==> config.mk <==
export PLATFORM = sky130hd
export DESIGN_NAME = oc8051_xram_arbiter
export DESIGN_NICKNAME = d
export VERILOG_FILES = /design/src/rtl/oc8051_xram_arbiter.sv
export SDC_FILE = /design/constraint.sdc
export NUM_CORES = 1
export LEC_CHECK = 0
export ABC_AREA = 1
export BUFFER_PORTS_ARGS = -buffer_cell sky130_fd_sc_hd__buf_2
export CORE_MARGIN = 2
export CORE_UTILIZATION = 40
export CTS_CLUSTER_SIZE = 8
export DETAILED_ROUTE_END_ITERATION = 6
export PLACE_DENSITY_LB_ADDON = 0.25
export SYNTH_ARGS = -nofsm -noshare
export SYNTH_HDL_FRONTEND = slang
export SYNTH_SLANG_ARGS = --single-unit
==> constraint.sdc <==
create_clock -name clk -period 3.2 [get_ports clk]
set_input_delay 0.48 -clock clk [delete_from_list [all_inputs] [get_ports clk]]
set_output_delay 0.48 -clock clk [all_outputs]
set_load 0.03 [all_outputs]
==> src/rtl/oc8051_xram_arbiter.sv <==
// Round-robin arbiter sharing the XRAM/MMIO port among NREQ masters, with a page-table permission check per access.
// Optional ACCESS watchdog is enabled by defining OC8051_ARB_TIMEOUT_EN.
module oc8051_xram_arbiter #(
    parameter int NREQ    = 4,
    parameter int TIMEOUT = 255
) (
    input  logic                 clk,
    input  logic                 rst,
    input  logic [NREQ-1:0]      req_stb,
    input  logic [NREQ-1:0]      req_wr,
    input  logic [16*NREQ-1:0]   req_addr,
    input  logic [8*NREQ-1:0]    req_data,
    output logic [NREQ-1:0]      req_ack,
    output logic [NREQ-1:0]      req_err,
    output logic [7:0]           rsp_data,
    output logic                 busy,
    output logic [15:0]          xram_addr,
    output logic                 xram_wr,
    output logic [7:0]           xram_data_out,
    output logic [2:0]           accesser,
    output logic                 xram_stb,
    input  logic                 pt_wr_en,
    input  logic                 pt_rd_en,
    output logic                 mem_stb,
    input  logic                 mem_ack,
    input  logic [7:0]           mem_data_in
);

    if (NREQ < 1 || NREQ > 8 || TIMEOUT < 1 || TIMEOUT > 255) begin : g_param_err
        $error("oc8051_xram_arbiter: NREQ must be 1..8 and TIMEOUT 1..255");
    end

    typedef enum logic [1:0] {S_IDLE, S_CHECK, S_ACCESS, S_RESP} state_e;

    state_e          state_q;
    logic [2:0]      ptr_q;
    logic [2:0]      idx_q;
    logic            wr_q;
    logic [15:0]     addr_q;
    logic [7:0]      data_q;
    logic [NREQ-1:0] ack_q;
    logic [NREQ-1:0] err_q;
    logic [7:0]      rsp_q;
    logic            xstb_q;
    logic            mstb_q;
`ifdef OC8051_ARB_TIMEOUT_EN
    localparam logic [7:0] TMO_LAST = 8'(TIMEOUT - 1);
    logic [7:0]      tmo_q;
`endif

    logic            gnt_vld;
    logic [2:0]      gnt_idx;
    logic [2:0]      ptr_d;
    logic            sel_wr;
    logic [15:0]     sel_addr;
    logic [7:0]      sel_data;
    logic [NREQ-1:0] idx_oh;
    logic [7:0]      req_pad;
    logic            permit;

    assign req_pad = 8'(req_stb);
    assign permit  = wr_q ? pt_wr_en : pt_rd_en;

    // Round-robin search starting at ptr_q, wrapping at NREQ.
    always_comb begin : p_grant
        logic [3:0] pos;
        pos     = '0;
        gnt_vld = 1'b0;
        gnt_idx = '0;
        for (int i = 0; i < NREQ; i++) begin
            pos = 4'(ptr_q) + 4'(i);
            if (pos >= 4'(NREQ)) pos = pos - 4'(NREQ);
            if (!gnt_vld && req_pad[pos[2:0]]) begin
                gnt_vld = 1'b1;
                gnt_idx = pos[2:0];
            end
        end
        ptr_d = (gnt_idx == 3'(NREQ - 1)) ? 3'd0 : gnt_idx + 3'd1;
    end

    always_comb begin
        sel_wr   = 1'b0;
        sel_addr = '0;
        sel_data = '0;
        idx_oh   = '0;
        for (int k = 0; k < NREQ; k++) begin
            if (3'(k) == gnt_idx) begin
                sel_wr   = req_wr[k];
                sel_addr = req_addr[16*k +: 16];
                sel_data = req_data[8*k +: 8];
            end
            idx_oh[k] = (3'(k) == idx_q);
        end
    end

    always_ff @(posedge clk or negedge rst) begin
        if (!rst) begin
            state_q <= S_IDLE;
            ptr_q   <= '0;
            idx_q   <= '0;
            wr_q    <= 1'b0;
            addr_q  <= '0;
            data_q  <= '0;
            ack_q   <= '0;
            err_q   <= '0;
            rsp_q   <= '0;
            xstb_q  <= 1'b0;
            mstb_q  <= 1'b0;
`ifdef OC8051_ARB_TIMEOUT_EN
            tmo_q   <= '0;
`endif
        end else begin
            // NOTE: ack/err are single-cycle pulses, so they default low every cycle and only RESP entry raises them.
            ack_q <= '0;
            err_q <= '0;
            unique case (state_q)
                S_IDLE: begin
                    if (gnt_vld) begin
                        state_q <= S_CHECK;
                        idx_q   <= gnt_idx;
                        wr_q    <= sel_wr;
                        addr_q  <= sel_addr;
                        data_q  <= sel_data;
                        ptr_q   <= ptr_d;
                        xstb_q  <= 1'b1;
                    end
                end
                S_CHECK: begin
                    xstb_q <= 1'b0;
                    if (permit) begin
                        state_q <= S_ACCESS;
                        mstb_q  <= 1'b1;
`ifdef OC8051_ARB_TIMEOUT_EN
                        tmo_q   <= '0;
`endif
                    end else begin
                        state_q <= S_RESP;
                        ack_q   <= idx_oh;
                        err_q   <= idx_oh;
                        if (!wr_q) rsp_q <= '0;
                    end
                end
                S_ACCESS: begin
                    if (mem_ack) begin
                        state_q <= S_RESP;
                        mstb_q  <= 1'b0;
                        ack_q   <= idx_oh;
                        if (!wr_q) rsp_q <= mem_data_in;
`ifdef OC8051_ARB_TIMEOUT_EN
                    end else if (tmo_q == TMO_LAST) begin
                        state_q <= S_RESP;
                        mstb_q  <= 1'b0;
                        ack_q   <= idx_oh;
                        err_q   <= idx_oh;
                        if (!wr_q) rsp_q <= '0;
                    end else begin
                        tmo_q <= tmo_q + 8'd1;
`endif
                    end
                end
                S_RESP: state_q <= S_IDLE;
                default: state_q <= S_IDLE;
            endcase
        end
    end

    assign req_ack       = ack_q;
    assign req_err       = err_q;
    assign rsp_data      = rsp_q;
    assign busy          = (state_q != S_IDLE);
    assign xram_addr     = addr_q;
    assign xram_wr       = wr_q;
    assign xram_data_out = data_q;
    assign accesser      = idx_q;
    assign xram_stb      = xstb_q;
    assign mem_stb       = mstb_q;

endmodule

# Word level (Yosys, flattened, before mapping)
# Index checks and enable logic that the tools add are counted.
[op_classes]
reduce_logical = 17
magnitude_cmp = 8
addsub = 8
n_eq_ne = 16
muxes = 52
[ops]
columns = ["op", "count"]
rows = [
  ["$mux W16", 4],
  ["$mux W8", 8],
  ["$mux W3", 9],
  ["$mux W1", 17],
  ["$lt A3 B4 Y1 const B", 4],
  ["$pmux W8 S2", 1],
  ["$bmux W1 S3", 4],
  ["$eq A2 B3 Y1 const A", 4],
  ["$ge A4 B3 Y1 const B", 3],
  ["$mux W4", 3],
  ["$ne A2 B2 Y1 const B", 6],
  ["$sub A3 B3 Y3 const B", 4],
  ["$add A3 B2 Y4 const B", 2],
  ["$pmux W2 S4", 1],
  ["$pmux W4 S2", 1],
  ["$eq A1 B3 Y1 const A", 2],
  ["$logic_not A3 Y1", 2],
  ["$reduce_and A2 Y1", 3],
  ["$reduce_bool A2 Y1", 3],
  ["$reduce_and A5 Y1", 1],
  ["$add A3 B1 Y4 const B", 1],
  ["$eq A2 B2 Y1 const B", 2],
  ["$mux W2", 2],
  ["$pmux W1 S2", 2],
  ["8 further kinds", 12],
]
[totals]
output_inout_bits = 47
elab_cells = 112
regBits = 51
input_bits = 117

# Logic depth before layout (Yosys ltp)
# Gate-level depths: netlist of the first run.
[depth]
ltp_word = 19
ltp_mapped = 20
depth_no_buf = 16

# Worst setup path after synthesis of the first run
# OpenSTA, ideal clock, no wires.
[synth_path]
kind = "reg2reg"
start = "reg ptr_q[0]"
end = "reg addr_q[13] (netlist: xram_addr[13])"
path_buffers = 4
stages_incl_launch_ff = 20
required_ns = 3.083
slack_ns = 0.427
arrival_time_ns = 2.656
setup_ns = 0.117
period_less_slack_ns = 2.773
cell_sequence = "dfrtp_1 buf_6 inv_4 ha_1 inv_1 nand3_1 nand3_2 nand3_1 o21ai_1 nand2_2 buf_4 inv_1 ha_1 clkbuf_1 inv_1 nand2_4 buf_2 a21oi_1 nand2_1 nand2_1"
[synth_via]
elab_chain_cells = 19
word_cells_on_any_way = 46
cone_classes = "7 x add/sub; 4 x order compare; 3 x eq/ne; 24 x mux; 8 x reduce/logical"
[synth_lines]
columns = ["item", "line_no", "text"]
rows = [
  ["start: declaration", "36", "logic [2:0] ptr_q;"],
  ["start signal: assignment", "124", "ptr_q <= ptr_d;"],
  ["branches (longest 19 deep; another with $add A3 B1 Y4)", "--", ""],
  ["end signal: assignment", "122", "addr_q <= sel_addr;"],
  ["end: declaration", "39", "logic [15:0] addr_q;"],
]
# Parallel ways; which one is timed is not known. The select of a mux whose other input is x is not followed.
# A chain may end at the register's enable or synchronous reset.

# Worst setup path in the final report of the first run
[layout_path]
start = "reg ptr_q[1]"
end = "reg addr_q[9] (netlist: xram_addr[9])"
[layout_via]
elab_chain_cells = 19
word_cells_on_any_way = 46
cone_classes = "7 x add/sub; 4 x order compare; 3 x eq/ne; 24 x mux; 8 x reduce/logical"
[layout_lines]
columns = ["item", "line_no", "text"]
rows = [
  ["branches (longest 13 deep; another with $add A3 B1 Y4)", "--", ""],
  ["$mux W3 *", "73", "if (!gnt_vld && req_pad[pos[2:0]]) begin"],
  ["via gnt_idx[1]", "52", "logic [2:0] gnt_idx;"],
  ["$logic_not A3 Y1", "87", "if (3'(k) == gnt_idx) begin"],
  ["$mux W16 (3 in series)", "87", ""],
  ["$mux W16 *", "87", ""],
]
# Mark *: on every way through the listed nets, which the timed path passes. The select of a mux whose other input is x is not followed.

==> results of run 1 <==
[worst reg2reg max path, stage by stage, from the launching register on]
cell and delay [ns]:
dfrtp_1 0.44, inv_1 0.18, ha_1 0.32, inv_1 0.10
nand3_1 0.10, nand3_2 0.13, nor2_1 0.07, nand2_1 0.06
nand3_1 0.11, nor2_4 0.28, inv_1 0.11, ha_1 0.24
inv_1 0.10, nand2_4 0.21, a21oi_1 0.21, nand2_1 0.08
nand2_1 0.05
[per-stage QoR]
stage	worst slack [ns]	hold WS, ns
2_1_floorplan	0.427	0.184
3_3_place_gp	0.390	0.472
3_5_place_dp	0.312	0.487
4_1_cts	0.284	0.191
5_1_grt	0.0383	0.205
6_report	0.354	0.172
[routing by layer]
layer,vias up,global-route usage [%],part of all wire [%]
li1,1969,-,-
met1,1683,27.8,44
met2,195,34.7,46
met3,18,4.08,8.1
met4,0,7.48,2.1
met5,-,0,0
[how the worst max path moves through the flow]
stage	end	slack (ns)	cells after the start
3_5_place_dp	xram_addr[9]	0.31	16
6_report	xram_addr[9]	0.35	16
3_3_place_gp	xram_addr[0]	0.39	16
5_1_grt	xram_data_out[0]	0.04	15
4_1_cts	xram_addr[14]	0.28	16
2_1_floorplan	xram_addr[13]	0.43	19
[flip-flops by register name (all words and copies together), names as in the netlist]
| signal | count |
|---|---|
| accesser | 3 |
| mem_stb | 1 |
| ptr_q | 3 |
| req_ack | 4 |
| req_err | 4 |
| rsp_data | 8 |
| state_q | 2 |
| xram_addr | 16 |
| xram_data_out | 8 |
| xram_stb | 1 |
| xram_wr | 1 |
[synth_stat cells (all sizes together) (2+ instances only)]
cell type / instances / area (um^2)
dfrtp: 51 / 1280
inv: 100 / 378
ha: 9 / 113
nand4: 2 / 12.5
nand3: 73 / 370
o22ai: 2 / 12.5
clkbuf: 14 / 52.6
nor3: 2 / 15.0
o21ai: 16 / 80.1
a21oi: 56 / 292
nor2: 46 / 188
nand2: 148 / 573
clkinv: 7 / 26.3
buf: 14 / 105
[area by class of cell]
type,count,area [um^2],share of cell area (%)
Multi-Input combinational cell,357,1690,37.3
Sequential cell,51,1280,28.3
Timing Repair Buffer,172,908,20.1
Inverter,107,404,8.95
Tap cell,108,135,2.99
Clock buffer,6,72.6,1.61
Clock inverter,1,30.0,0.665
[power by group through the flow]
stage | Clock [mW] | Combinational, mW | Sequential, mW
after floorplan | 0 | 2.89 | 1.42
after global placement | 0 | 4.22 | 1.06
after detailed placement | 0 | 4.30 | 1.06
after CTS | 0.466 | 4.31 | 1.05
after global routing | 0.488 | 4.82 | 1.09
final | 0.448 | 4.29 | 1.06
[logic make-up after synthesis]
family | count (synthesis) | synth area share, %
fa+ha+maj | 9 | 3.20
flops | 51 | 36.3
buf+inv | 135 | 16.0
compound gates | 75 | 11.1
mux | 1 | 0.320
simple gates | 272 | 33.1
==> flow_summary.json, run 1 <==
{
  "cts_tree": "done",
  "place_area_um2": 4410,
  "fin_worst_skew_ns": 0.00935,
  "worstSetupEndpointType": "register",
  "maxCapViolations": 0,
  "worst_path_largest_cell_delay_ns": 0.44,
  "worst_path_dominant_cell_family": "simple AND/OR/NAND/NOR gates",
  "post_synth.cell_area_avg_um2": 6.48,
  "grt_util_all_layers_pct": 21.1,
  "timing_hold_violations_final": 0,
  "final_antenna_net_count": 0,
  "detail_route.vias_per_cell": 4.82,
  "number_of_synthesized_flops_with_an_enable_pin": 0,
  "number_of_hold_buffers_added_after_cts": 0,
  "worst_setup_hold_path_clk_slew_ns": 0.10,
  "layout_commonest_cell": "buf_2",
  "fin_crit_sh_pct": 88.9,
  "route.detailed.drc": 0,
  "wl_per_cell_um": 12.7,
  "power.switching_mw": 3.27,
  "most-common-layout-cells": "163 x buf_2, 143 x nand2_1, 97 x inv_1, 72 x nand3_1, 55 x a21oi_1",
  "status": "complete, no violations",
  "crit_type": "reg -> reg",
  "ys_types": 29,
  "fillers": 891,
  "cts_inserted_buffers": 5,
  "reg2reg_setup_slack_ns": 0.35,
  "final_net_count": 820,
  "critical_path.startpoint_type": "register",
  "power.share.sequential_pct": 18.2,
  "fp-row-count": 34,
  "place_inst": 795,
  "die_h_um": 97.8,
  "synth_async_sr_flop_share_pct": 100,
  "top_level_ports": 164,
  "power.density_cell_area_nw_per_um2": 1280,
  "power.switching_fraction_pct": 56.4,
  "p_int_mw": 2.52,
  "grt_setup_unrepaired": "false",
  "layout-drive-gt1-share_pct": 28.1,
  "totalWireLength_mm": 10.2,
  "htree_num_levels": 2,
  "final-setup-viol-count": 0,
  "die_area_um2": 9560,
  "postSynthCellCount": 543,
  "critical_path.n_buffers_inverters": 4,
  "gr-total-overflow": 0,
  "p_comb_share_pct": 74.0,
  "finish.utilization_pct": 52.3,
  "crit_path_cell_trace": "inv_1, ha_1, inv_1, nand3_1, nand3_2, nor2_1, nand2_1, nand3_1, nor2_4, inv_1, ha_1, inv_1, nand2_4, a21oi_1, nand2_1, nand2_1",
  "first_pass_grt_wire_length_mm": 16.6,
  "yosysSeqAreaShare_pct": 36.3,
  "postCtsResizedCells": 0,
  "ys.flop_type": "dfrtp_1",
  "initial_antenna_violation_count": 0,
  "detailedRoute.firstPassIterationCount": 5,
  "critPathRequiredTime_ns": 3.46,
  "setup_buffers_after_cts": 0,
  "ys_warn_count": 0,
  "clk_path_buf_depth": 2,
  "crit-reg2reg-launch": "ptr_q[1]",
  "fin_tns_setup_ns": 0,
  "floorplan.initialDensity_pct": 40.7,
  "chipWidth_um": 97.8,
  "critPathArrivalTime_ns": 3.10,
  "ff2ff_path_depth": 16,
  "gpl.final_weighted_congestion": 0.824,
  "cpMaxStageDelayCell": "dfrtp_1",
  "clk_root_buffer_cell": "clkbuf_8",
  "clk-insertion-delay-late_ns": 0.31,
  "max_freq_mhz": 351,
  "critical_path.reg2reg.endpoint": "xram_addr[9]",
  "clock_sink_count": 51,
  "final-instance-count-excl-fill": 802,
  "peakVddDrop_mv": 0.547,
  "fp.coreArea_um2": 8640,
  "finalCriticalPeriod_ns": 2.85,
  "first_global_vias": 3674,
  "timing.final.max_slew_violations": 0,
  "leakage_nw": 2.78,
  "postLayoutCellArea_um2": 4510,
  "place.port_buffers": 163,
  "cpMostUsedCell": "inv_1",
  "critical_path.startpoint": "ptr_q[1]",
  "hp-class": "in -> async",
  "worst_slew_pin_slew_ns": 0.604,
  "netlist_area_before_placement_um2": 3520,
  "cp_max_fo": 27,
  "slew_headroom_pct": 59.4,
  "final_total_power_mw": 5.79,
  "dr_total_vias": 3865,
  "diodes": 0,
  "hpwlAfterDp_mm": 7.46,
  "postSynthNetCount": 669,
  "power_frac_clock_pct": 7.7,
  "drt_iter0_drc": 113,
  "grt_max_degree": 47,
  "area_growth_pct": 28.3,
  "ys_ff_latch": 51
}
Power figures use the tool's default switching activity.
==> run 2, diff against run 1 <==
--- a/config.mk
+++ b/config.mk
@@ -5,12 +5,12 @@
 export SDC_FILE = /design/constraint.sdc
 export NUM_CORES = 1
 export LEC_CHECK = 0
-export ABC_AREA = 1
 export BUFFER_PORTS_ARGS = -buffer_cell sky130_fd_sc_hd__buf_2
 export CORE_MARGIN = 2
 export CORE_UTILIZATION = 40
 export CTS_CLUSTER_SIZE = 8
 export DETAILED_ROUTE_END_ITERATION = 6
+export MAX_ROUTING_LAYER = met4
 export PLACE_DENSITY_LB_ADDON = 0.25
 export SYNTH_ARGS = -nofsm -noshare
 export SYNTH_HDL_FRONTEND = slang
==> run 2 against run 1 <==
Effect of this change: synthesized area shrank 3.9%; wire length down 4.6%; flip-flop and latch count did not move; utilization rose by 1.1 points; critical endpoint is now xram_data_out[7]; non-clock buffer count up 4; die area fell by 3.8%; hold slack better by 0.046 ns; register-to-register slack worse by 0.09 ns; final area shrank 2.8%; global-route usage increased by 0.86 points; critical path depth decreased by 5.
==> flow_summary.json, run 2 <==
{
  "gpl.final_weighted_congestion": 0.904,
  "yosysMostFrequentCell": "dfrtp_1",
  "fillers": 799,
  "power.density_cell_area_nw_per_um2": 1170,
  "fin_worst_skew_ns": 0.00844,
  "worst_path_largest_cell_delay_ns": 0.45,
  "floorplan.initialDensity_pct": 41.1,
  "detailedRoute.firstPassIterationCount": 5,
  "fp.coreArea_um2": 8220,
  "reg2reg_setup_slack_ns": 0.27,
  "critical_path.startpoint": "ptr_q[0]",
  "synthTopCellsByCount": "51 x dfrtp_1, 34 x inv_1, 31 x a21oi_1, 30 x nor2_1, 29 x mux2i_1",
  "wl_per_cell_um": 15.5,
  "max_freq_mhz": 341,
  "most-common-layout-cells": "163 x buf_2, 50 x dfrtp_1, 32 x inv_1, 31 x a21oi_1, 30 x nor2_1",
  "critical_path.startpoint_type": "register",
  "final_total_power_mw": 5.13,
  "totalWireLength_mm": 9.71,
  "layout-drive-gt1-share_pct": 38.8,
  "status": "complete, no violations",
  "diodes": 0,
  "cpMaxStageDelayCell": "dfrtp_2",
  "timing.final.max_slew_violations": 0,
  "slew_headroom_pct": 52.2,
  "htree_num_levels": 2,
  "hp-class": "in -> async",
  "post_synth.cell_area_avg_um2": 9.31,
  "gr-total-overflow": 0,
  "clk_path_buf_depth": 2,
  "worstSetupEndpointType": "register",
  "crit_path_cell_trace": "inv_2, ha_4, mux2i_1, o211ai_1, nand2_1, mux2i_4, buf_6, ha_1, buf_4, a22oi_1, a31oi_1",
  "first_pass_grt_wire_length_mm": 15.4,
  "finalCriticalPeriod_ns": 2.93,
  "final-setup-viol-count": 0,
  "drt_iter0_drc": 112,
  "postSynthCellCount": 363,
  "finish.utilization_pct": 53.4,
  "synth_top_area_share_pct": 37.8,
  "worst_path_dominant_cell_family": "buffers and inverters",
  "grt_max_degree": 40,
  "critical_path.reg2reg.endpoint": "xram_data_out[7]",
  "ys_types": 45,
  "route.detailed.drc": 0,
  "grt_setup_unrepaired": "false",
  "ys_ff_latch": 51,
  "dr_total_vias": 3352,
  "critical_path.n_buffers_inverters": 3,
  "grt_util_all_layers_pct": 21.9,
  "worst_setup_hold_path_clk_slew_ns": 0.10,
  "largest_reg_flops": 16,
  "final_net_count": 645,
  "critPathArrivalTime_ns": 3.15,
  "netlist_area_before_placement_um2": 3380,
  "place_area_um2": 4280,
  "ys.flop_type": "dfrtp_1",
  "die_area_um2": 9200,
  "maxCapViolations": 0,
  "critPathCapture": "xram_data_out[7]",
  "post-synth-top-area-cell": "dfrtp_1",
  "crit_type": "reg -> reg",
  "place.port_buffers": 163,
  "detail_route.vias_per_cell": 5.36,
  "ff2ff_path_depth": 11,
  "chipWidth_um": 95.9,
  "final-instance-count-excl-fill": 625,
  "number_of_hold_buffers_added_after_cts": 0,
  "ys_warn_count": 0,
  "layout_commonest_cell": "buf_2",
  "place_inst": 615,
  "synth_async_sr_flop_share_pct": 100,
  "synthTopCellsByArea": "dfrtp_1 38%, mux2i_1 8.6%, nand4b_1 6.5%",
  "critPathRequiredTime_ns": 3.42,
  "fin_crit_sh_pct": 91.6,
  "leakage_nw": 2.29,
  "worst_slew_pin_slew_ns": 0.717,
  "peakVddDrop_mv": 0.539,
  "cts_tree": "done",
  "crit-reg2reg-launch": "ptr_q[0]",
  "timing_hold_violations_final": 0,
  "final_antenna_net_count": 0,
  "hpwlAfterDp_mm": 7.17,
  "die_h_um": 95.9,
  "yosysSeqAreaShare_pct": 37.8,
  "fp-row-count": 33,
  "clk-insertion-delay-late_ns": 0.30,
  "first_global_vias": 3321,
  "clk_root_buffer_cell": "clkbuf_8",
  "cp_max_fo": 30,
  "top_level_ports": 164,
  "initial_antenna_violation_count": 0,
  "clock_sink_count": 51,
  "number_of_synthesized_flops_with_an_enable_pin": 0,
  "cts_inserted_buffers": 5,
  "fin_tns_setup_ns": 0,
  "path_depth": 11,
  "postSynthNetCount": 489,
  "postLayoutCellArea_um2": 4390,
  "area_growth_pct": 29.8
}
## run 2: cell types whose count changed after synthesis, sizes merged, moves of 26 or more
cell,delta
a31oi,+26
inv,-66
mux2i,+31
nand2,-131
nand3,-72
## run 2: worst min-delay path by stage
stage	start	endpoint	slack (ns)	depth (start not counted)
after floorplan	rst	accesser[0]	0.18	0
after global placement	rsp_data[1]	rsp_data[1]	0.48	1
after detailed placement	rsp_data[6]	rsp_data[6]	0.49	1
after CTS	rst	req_err[2]	0.24	1
after global routing	rst	req_ack[2]	0.27	1
final	rst	req_ack[2]	0.22	1
## run 2: per-layer routing
layer / GRT usage (%) / vias up / part of all wire, %
li1: - / 1642 / -
met1: 26.5 / 1573 / 44
met2: 38.1 / 137 / 49
met3: 3.68 / 0 / 7.5
met4: 5.83 / 0 / 0
met5: - / - / 0
## run 2: logic make-up after synthesis
group / Yosys count / share of synthesized area (%)
flops: 51 / 37.8
mux: 32 / 10.3
fa+ha+maj: 9 / 3.33
compound gates: 111 / 22.3
buf+inv: 61 / 8.52
simple gates: 99 / 17.8
## run 2: per-stage QoR
| stage | worst slack [ns] | hold WS (ns) |
|---|---|---|
| 4_1_cts | 0.158 | 0.245 |
| 5_1_grt | 0.0103 | 0.267 |
| 3_5_place_dp | 0.186 | 0.488 |
| 6_report | 0.267 | 0.218 |
| 3_3_place_gp | 0.271 | 0.482 |
| 2_1_floorplan | 0.00113 | 0.184 |
## run 2: layout make-up
cell class,instances,area [um^2],area share [%]
clock inverters,2,12.5,0.285
flip-flops and latches,51,1280,29.1
repair buffers,176,917,20.9
inverters,34,128,2.91
well taps,105,131,2.99
multi-input cells,251,1850,42.1
clock buffers,6,72.6,1.65
## run 2: report_power, final
group | switching [mW] | internal [mW] | total (mW) | leakage, nW
registers | 0.180 | 0.929 | 1.11 | 0.632
logic | 2.25 | 1.40 | 3.65 | 1.62
clock network | 0.216 | 0.153 | 0.369 | 0.0412
## run 2: timing repair
action,in CTS,in global routing
setup endpoints to repair,0,24
buffers inserted,0,2
resized for setup,0,1
## run 2: worst reg2reg max path: cells and delay by family, from the launching register on
kind | cells | cell delay, ns
AND/OR/NAND/NOR | 1 | 0.17
flip-flops | 1 | 0.45
adder cells (fa/ha/maj) | 2 | 0.57
multiplexers | 2 | 0.56
AO/OA/AOI/OAI | 3 | 0.50
buffers and inverters | 3 | 0.62
